--- src/rtl/snes_poller.sv ---
// SNES gamepad poller: periodically latches the controller, clocks out 16 serial bits
// and presents them as an active-high button vector with a one-cycle valid strobe.
module snes_poller #(
  parameter int HALF_PERIOD = 300,
  parameter int POLL_PERIOD = 833333
) (
  input  logic        i_clk,
  input  logic        i_reset,
  input  logic        i_serial_data,
  input  logic        i_poll_now,
  output logic        o_snes_clk,
  output logic        o_data_latch,
  output logic [15:0] o_buttons,
  output logic        o_buttons_valid,
  output logic        o_busy
);

  localparam int PH_W = $clog2(2 * HALF_PERIOD);
  localparam int PC_W = (POLL_PERIOD > 1) ? $clog2(POLL_PERIOD) : 1;

  localparam logic [PH_W-1:0] PH_HALF_LAST = PH_W'(HALF_PERIOD - 1);
  localparam logic [PH_W-1:0] PH_FULL_LAST = PH_W'(2 * HALF_PERIOD - 1);
  localparam logic [PC_W-1:0] PC_LAST      = PC_W'(POLL_PERIOD - 1);

  localparam logic [2:0] ST_IDLE     = 3'd0;
  localparam logic [2:0] ST_LATCH    = 3'd1;
  localparam logic [2:0] ST_GAP      = 3'd2;
  localparam logic [2:0] ST_CLK_LOW  = 3'd3;
  localparam logic [2:0] ST_CLK_HIGH = 3'd4;
  localparam logic [2:0] ST_DONE     = 3'd5;

  logic [1:0]      r_sync;
  logic [2:0]      r_state;
  logic [PH_W-1:0] r_phase;
  logic [PC_W-1:0] r_poll_cnt;
  logic [3:0]      r_bit;
  logic [15:0]     r_shift;
  logic [15:0]     r_buttons;

  logic w_phase_end;
  logic w_poll_go;
  logic w_timed;

  always_comb begin
    w_phase_end = (r_state == ST_LATCH) ? (r_phase == PH_FULL_LAST)
                                        : (r_phase == PH_HALF_LAST);
    w_poll_go   = (r_state == ST_IDLE) && (i_poll_now || (r_poll_cnt == PC_LAST));
    w_timed     = (r_state == ST_LATCH) || (r_state == ST_GAP) ||
                  (r_state == ST_CLK_LOW) || (r_state == ST_CLK_HIGH);
  end

  always_ff @(posedge i_clk) begin
    if (i_reset) begin
      r_sync     <= 2'b11;
      r_state    <= ST_IDLE;
      r_phase    <= '0;
      r_poll_cnt <= '0;
      r_bit      <= '0;
      r_shift    <= '0;
      r_buttons  <= '0;
    end else begin
      r_sync <= {r_sync[0], i_serial_data};

      if (w_timed) begin
        r_phase <= w_phase_end ? '0 : r_phase + PH_W'(1);
      end

      case (r_state)
        ST_IDLE: begin
          if (w_poll_go) begin
            r_state    <= ST_LATCH;
            r_poll_cnt <= '0;
          end else begin
            r_poll_cnt <= r_poll_cnt + PC_W'(1);
          end
        end
        ST_LATCH: begin
          if (w_phase_end) r_state <= ST_GAP;
        end
        ST_GAP: begin
          r_bit <= '0;
          if (w_phase_end) r_state <= ST_CLK_LOW;
        end
        ST_CLK_LOW: begin
          if (w_phase_end) begin
            r_shift[r_bit] <= r_sync[1];
            r_state        <= ST_CLK_HIGH;
          end
        end
        ST_CLK_HIGH: begin
          if (w_phase_end) begin
            if (r_bit == 4'd15) begin
              // Load here so the new word is already visible during the DONE strobe.
              r_buttons <= ~r_shift;
              r_state   <= ST_DONE;
            end else begin
              r_bit   <= r_bit + 4'd1;
              r_state <= ST_CLK_LOW;
            end
          end
        end
        ST_DONE: begin
          r_state <= ST_IDLE;
        end
        default: begin
          r_state <= ST_IDLE;
        end
      endcase
    end
  end

  always_comb begin
    o_snes_clk      = (r_state != ST_CLK_LOW);
    o_data_latch    = (r_state == ST_LATCH);
    o_busy          = (r_state != ST_IDLE);
    o_buttons_valid = (r_state == ST_DONE);
    o_buttons       = r_buttons;
  end

endmodule
--- config.mk ---
export PLATFORM = sky130hd
export DESIGN_NAME = snes_poller
export DESIGN_NICKNAME = d
export VERILOG_FILES = /design/src/rtl/snes_poller.sv
export SDC_FILE = /design/constraint.sdc
export NUM_CORES = 1
export LEC_CHECK = 0
export ABC_AREA = 1
export ABC_CLOCK_PERIOD_IN_PS = 1800
export CORE_ASPECT_RATIO = 1.5
export CORE_MARGIN = 4
export CORE_UTILIZATION = 58
export DETAILED_ROUTE_END_ITERATION = 7
export GPL_TIMING_DRIVEN = 0
export HOLD_SLACK_MARGIN = 0.03
export PLACE_DENSITY_LB_ADDON = 0.25
export SETUP_SLACK_MARGIN = 0.1
export SYNTH_ARGS = -nofsm -noshare
export SYNTH_HDL_FRONTEND = slang
export SYNTH_SLANG_ARGS = --single-unit
--- constraint.sdc ---
create_clock -name i_clk -period 1.8 [get_ports i_clk]
set_input_delay 0.18 -clock i_clk [delete_from_list [all_inputs] [get_ports i_clk]]
set_output_delay 0.18 -clock i_clk [all_outputs]
set_load 0.02 [all_outputs]
# Yosys cells after proc, flatten, opt, wreduce, memory -nomap -nowiden
# Index checks and enable logic that the tools add are counted.
# word_totals
output_inout_bits,20
register_bits,71
# classes
n_addsub,3
n_lt_le_gt_ge,2
bitwise_logic,1
n_reduce_logical,13
eq_ne,16
n_mux,16
# ops
cell,n
"20-bit by 1-bit adder with 20-bit output, second input constant",1
"20-bit equality test, second input constant",1
20-bit 2-to-1 mux,1
3-bit 2-to-1 mux,6
16-bit bitwise mux,1
16-bit inverter,1
3-bit case mux with 5 select lines,1
"10-bit by 1-bit adder with 10-bit output, second input constant",1
"10-bit equality test, second input constant",1
"10-bit by 9-bit equality test with 1-bit output, second input constant",1
10-bit 2-to-1 mux,1
"2-bit inequality test, second input constant",5
4-bit 2-to-1 mux,2
4-bit case mux with 2 select lines,1
"3-bit by 2-bit equality test with 1-bit output, second input constant",2
"3-bit equality test, second input constant",2
3-bit AND reduction,2
"4-bit by 5-bit less-than comparator with 1-bit output, second input constant",1
5-bit AND reduction,1
"4-bit by 1-bit adder with 4-bit output, second input constant",1
1-bit demux with 4-bit select,1
"4-bit equality test, second input constant",1
"4-bit by 1-bit >= comparator with 1-bit output, second input constant",1
1-bit logical OR,4
other kinds (9),11

# Depth between registers and ports, before layout
# logic_depth
depth_word,5
ltp_mapped,11
mapped_depth_nobuf,11

# Worst setup path before layout
# Ideal clock, no wire load.
# synth_path
kind,reg-to-reg
start,reg r_state[0]
end,reg r_bit[0]
setup_ns,0.114
path_stages_with_launch,10
n_path_buf,0
setup_slack_ns,0.019
arrival_ns,1.667
path_cell_list,dfxtp_1 > inv_2 > nor3_1 > o21ai_1 > nand3_4 > nand2_1 > nand2_2 > nand2_1 > nand2_1 > nor2_1
# synth_via
elab_chain_cells,4
word_cells_on_any_way,9
# synth_rtl
item,line,text
from (decl),33,logic [2:0] r_state;
from (signal assigned),55,r_state <= ST_IDLE;
from (signal assigned),71,r_state <= ST_LATCH;
from (signal assigned),78,if (w_phase_end) r_state <= ST_GAP;
3-bit by 1-bit equality test with 1-bit output,-,
named net o_data_latch,12,"output logic o_data_latch,"
1-bit 2-to-1 mux,45,w_phase_end = (r_state == ST_LATCH) ? (r_phase == PH_FULL_LAST)
2-bit inequality test (no source line),-,
3-bit AND reduction (no source line),-,
to (signal assigned),97,r_bit <= r_bit + 4'd1;
to (decl),36,logic [3:0] r_bit;
# The timed path passes the listed nets, and every way through them passes these cells.
# A chain may end at the register's enable or synchronous reset.

# Worst setup path after layout
# layout_path
start,reg r_state[1]
end,reg r_poll_cnt[17]
# layout_via
elab_chain_cells,3
# layout_rtl
item,line,text
3-bit logical NOT *,"47, 68",
1-bit logical AND,47,w_poll_go = (r_state == ST_IDLE) && (i_poll_now || (r_poll_cnt == PC_LAST));
20-bit 2-to-1 mux,70,if (w_poll_go) begin
to (signal assigned),74,r_poll_cnt <= r_poll_cnt + PC_W'(1);
to (decl),35,logic [PC_W-1:0] r_poll_cnt;
# Mark *: on every way between the ends. The rest lies on a longest branch, timed or not.

==> impl_metrics.json <==
{
  "synth.distinct_cells": 34,
  "seq_area_frac_synth_pct": 41.63,
  "syn_inst": 476,
  "synthArstFlopShare_pct": 0,
  "final-max-slew-violation-count": 0,
  "netlist_area_um2": 3415,
  "crit_chain": "buf_6 > nor2_4 > nand2_4 > nor2_4 > nand4_4 > nor2_4 > nand4_1 > nand2_1 > nor2_1",
  "grt_pass1_wl_um": 12880,
  "grt_max_degree": 13,
  "drc": 0,
  "avgSynthCellArea_um2": 7.173,
  "clock_skew_ns": 0.005156,
  "syn_nets": 487,
  "min_path_type": "primary input to flop",
  "fmax_mhz": 602.8,
  "synthFlopType": "dfxtp_1",
  "antenna_found_initial": 0,
  "powerDensity_nw_per_um2": 1037,
  "vias_per_cell": 5.471,
  "synth_xor_area_share_pct": 2.052,
  "end_kind": "flop",
  "worstSetupPathType": "flop to flop",
  "finish.net_count": 538,
  "synthAdderAreaFrac_pct": 2.565,
  "setup_ws_ns": 0.1410,
  "wirelength_um": 8265,
  "crit_required_ns": 2.05,
  "die_w_um": 70.65,
  "grt_util_all_layers_pct": 22.19,
  "yosys_warnings": 0,
  "cp.arrival_ns": 1.91,
  "synthSimpleGateAreaFrac_pct": 30.71,
  "yosys.area.top_type": "dfxtp_1",
  "start_util_pct": 59.46,
  "leakagePower_nw": 1.601,
  "rsz0062_at_grt": "yes",
  "clock_latency_ns": 0.35,
  "die_area_um2": 7204,
  "post-place-ws_ns": -0.08786,
  "synth_edf_count": 0,
  "slew_headroom_pct": 64.68,
  "grt-ovfl-total": 0,
  "diodes": 0,
  "path_delay_family": "simple AND/OR/NAND/NOR gates",
  "status": "complete, no violations",
  "use_met1_pct": 24.74,
  "synth_top_family_by_area": "simple AND/OR/NAND/NOR gates",
  "use_met3_pct": 5.020,
  "htreeDepth": 3,
  "drive_above_1_share_pct": 17.70,
  "hold_viol_final": 0,
  "critical_path.slowest_cell": "dfxtp_1",
  "detail-route-antenna-nets": 0,
  "synth.top_cell.area_share_pct": 41.63,
  "clk_pin_slew_ns": 0.08,
  "drv_cap": 0,
  "slowest_delay_ns": 0.31,
  "power_mw": 4.417,
  "hold_ws_ns": 0.1674,
  "synthMuxAreaShare_pct": 0,
  "finalCritPeriodShare_pct": 92.17,
  "tightestPinTransition_ns": 0.5297,
  "port_buffers": 22,
  "cts_made_buffers": 9,
  "wl_per_cell_um": 13.71,
  "finalSetupViolations": 0,
  "cts_buffer_depth": 2,
  "fin_crit_ns": 1.659,
  "worst_path_most_repeated_cell": "nor2_4",
  "dr.pass1.iters": 5,
  "core_um2": 5743,
  "ir_drop_mv": 0.8229,
  "synth_most_common_cell": "nand2_1",
  "synth_top_cells_by_area": "dfxtp_1, nand2_1, a21oi_1",
  "top_usage_layer": "met2",
  "place.gp.congestion": 0.8673,
  "ys_ff_latch": 71,
  "hpwl_um": 5397,
  "die_h_um": 102.0,
  "vias": 3299,
  "worstSetupStartpointType": "flop",
  "synth_compound_area_share_pct": 14.62,
  "area_delta_synth_final_pct": 24.77,
  "boundaryPins": 24,
  "rows": 34,
  "grt_pass1_vias": 3074,
  "cts_tree": "done",
  "yosys-top-cells-count": "nand2_1, dfxtp_1, nor2_1",
  "critPathBufInv": 1,
  "use_met2_pct": 40.26,
  "cts.sinks": 71,
  "drt_iter0_markers": 278,
  "critPathMaxFanout": 8,
  "cts-root-buf": "clkbuf_8"
}
[worst paths after layout]
path	startpoint	endpoint	slack [ns]	cells after the start
hold reg to reg	r_shift[11]$_SDFFE_PP0P_	o_buttons[11]$_SDFFE_PP0P_	0.43	1
setup reg to reg	r_state[1]$_SDFFE_PP0P_	r_poll_cnt[17]$_SDFFE_PP0N_	0.14	9
setup / recovery	r_state[1]$_SDFFE_PP0P_	r_poll_cnt[17]$_SDFFE_PP0N_	0.14	9
hold / removal	i_reset	r_shift[1]$_SDFFE_PP0P_	0.17	2
[per-stage QoR]
step / setup TNS [ns] / instance area [µm²] / instances / util [%]
2_1_floorplan: 0 / 3420 / 476 / -
4_1_cts: 0 / 3981 / 586 / 69.32
3_5_place_dp: -0.7467 / 3730 / 570 / 64.95
6_report: 0 / 4260 / 603 / 74.18
3_3_place_gp: -0.2695 / 3730 / 570 / 64.95
5_1_grt: 0 / 4260 / 603 / 74.18
[power by group]
part           total [mW]  leakage, nW  switching (mW)  internal [mW]
sequential           1.74        0.575          0.0839           1.66
combinational        1.31        0.921           0.842          0.466
clock                1.37        0.105           0.600          0.769
total                4.42         1.60            1.53           2.89
[cell type report]
| type | instances | area, µm² |
|---|---|---|
| Multi-Input combinational cell | 340 | 1866 |
| Tap cell | 72 | 90.09 |
| Buffer | 16 | 118.9 |
| Fill cell | 427 | 1483 |
| Timing Repair Buffer | 40 | 362.8 |
| Clock inverter | 6 | 86.33 |
| Sequential cell | 71 | 1429 |
| Inverter | 49 | 183.9 |
| Clock buffer | 9 | 123.9 |
[flip-flops by register name, summed over array words and instances, names as in the netlist]
| signal | cells |
|---|---|
| o_buttons | 16 |
| r_phase | 10 |
| r_shift | 16 |
| r_state | 3 |
| r_poll_cnt | 20 |
| r_bit | 4 |
| r_sync | 2 |
[repair_timing]
item | in CTS | in global routing
setup endpoints to repair | 45 | 54
pin swaps | 1 | 15
hold endpoints to repair | 0 | 0
gates resized for setup | 13 | 40
hold buffers | 0 | 0
setup buffers | 1 | 16
gates cloned | 0 | 1
[routing by layer]
| metal | vias up | wire [µm] |
|---|---|---|
| li1 | 1660 | - |
| met1 | 1554 | 3293 |
| met2 | 67 | 4428 |
| met3 | 18 | 366 |
| met4 | 0 | 177 |
| met5 | - | 0 |
[layout by cell type, fill, tap and decap left out, types with 8 or more instances in the layout]
cell type,instances
clkbuf_8,9
clkdlybuf4s50_1,18
o21ai_0,22
inv_1,45
nand3_1,23
a21oi_1,47
nor2_1,55
nor3_1,12
nand2_2,8
dfxtp_1,67
nor2_4,9
o21ai_1,15
buf_4,17
nand2_1,93
[logic make-up after synthesis]
logic type	Yosys count
simple gates	231
compound gates	94
fa+ha+maj	7
xor+xnor	8
buf+inv	65
flops	71
Power figures use the tool's default switching activity.
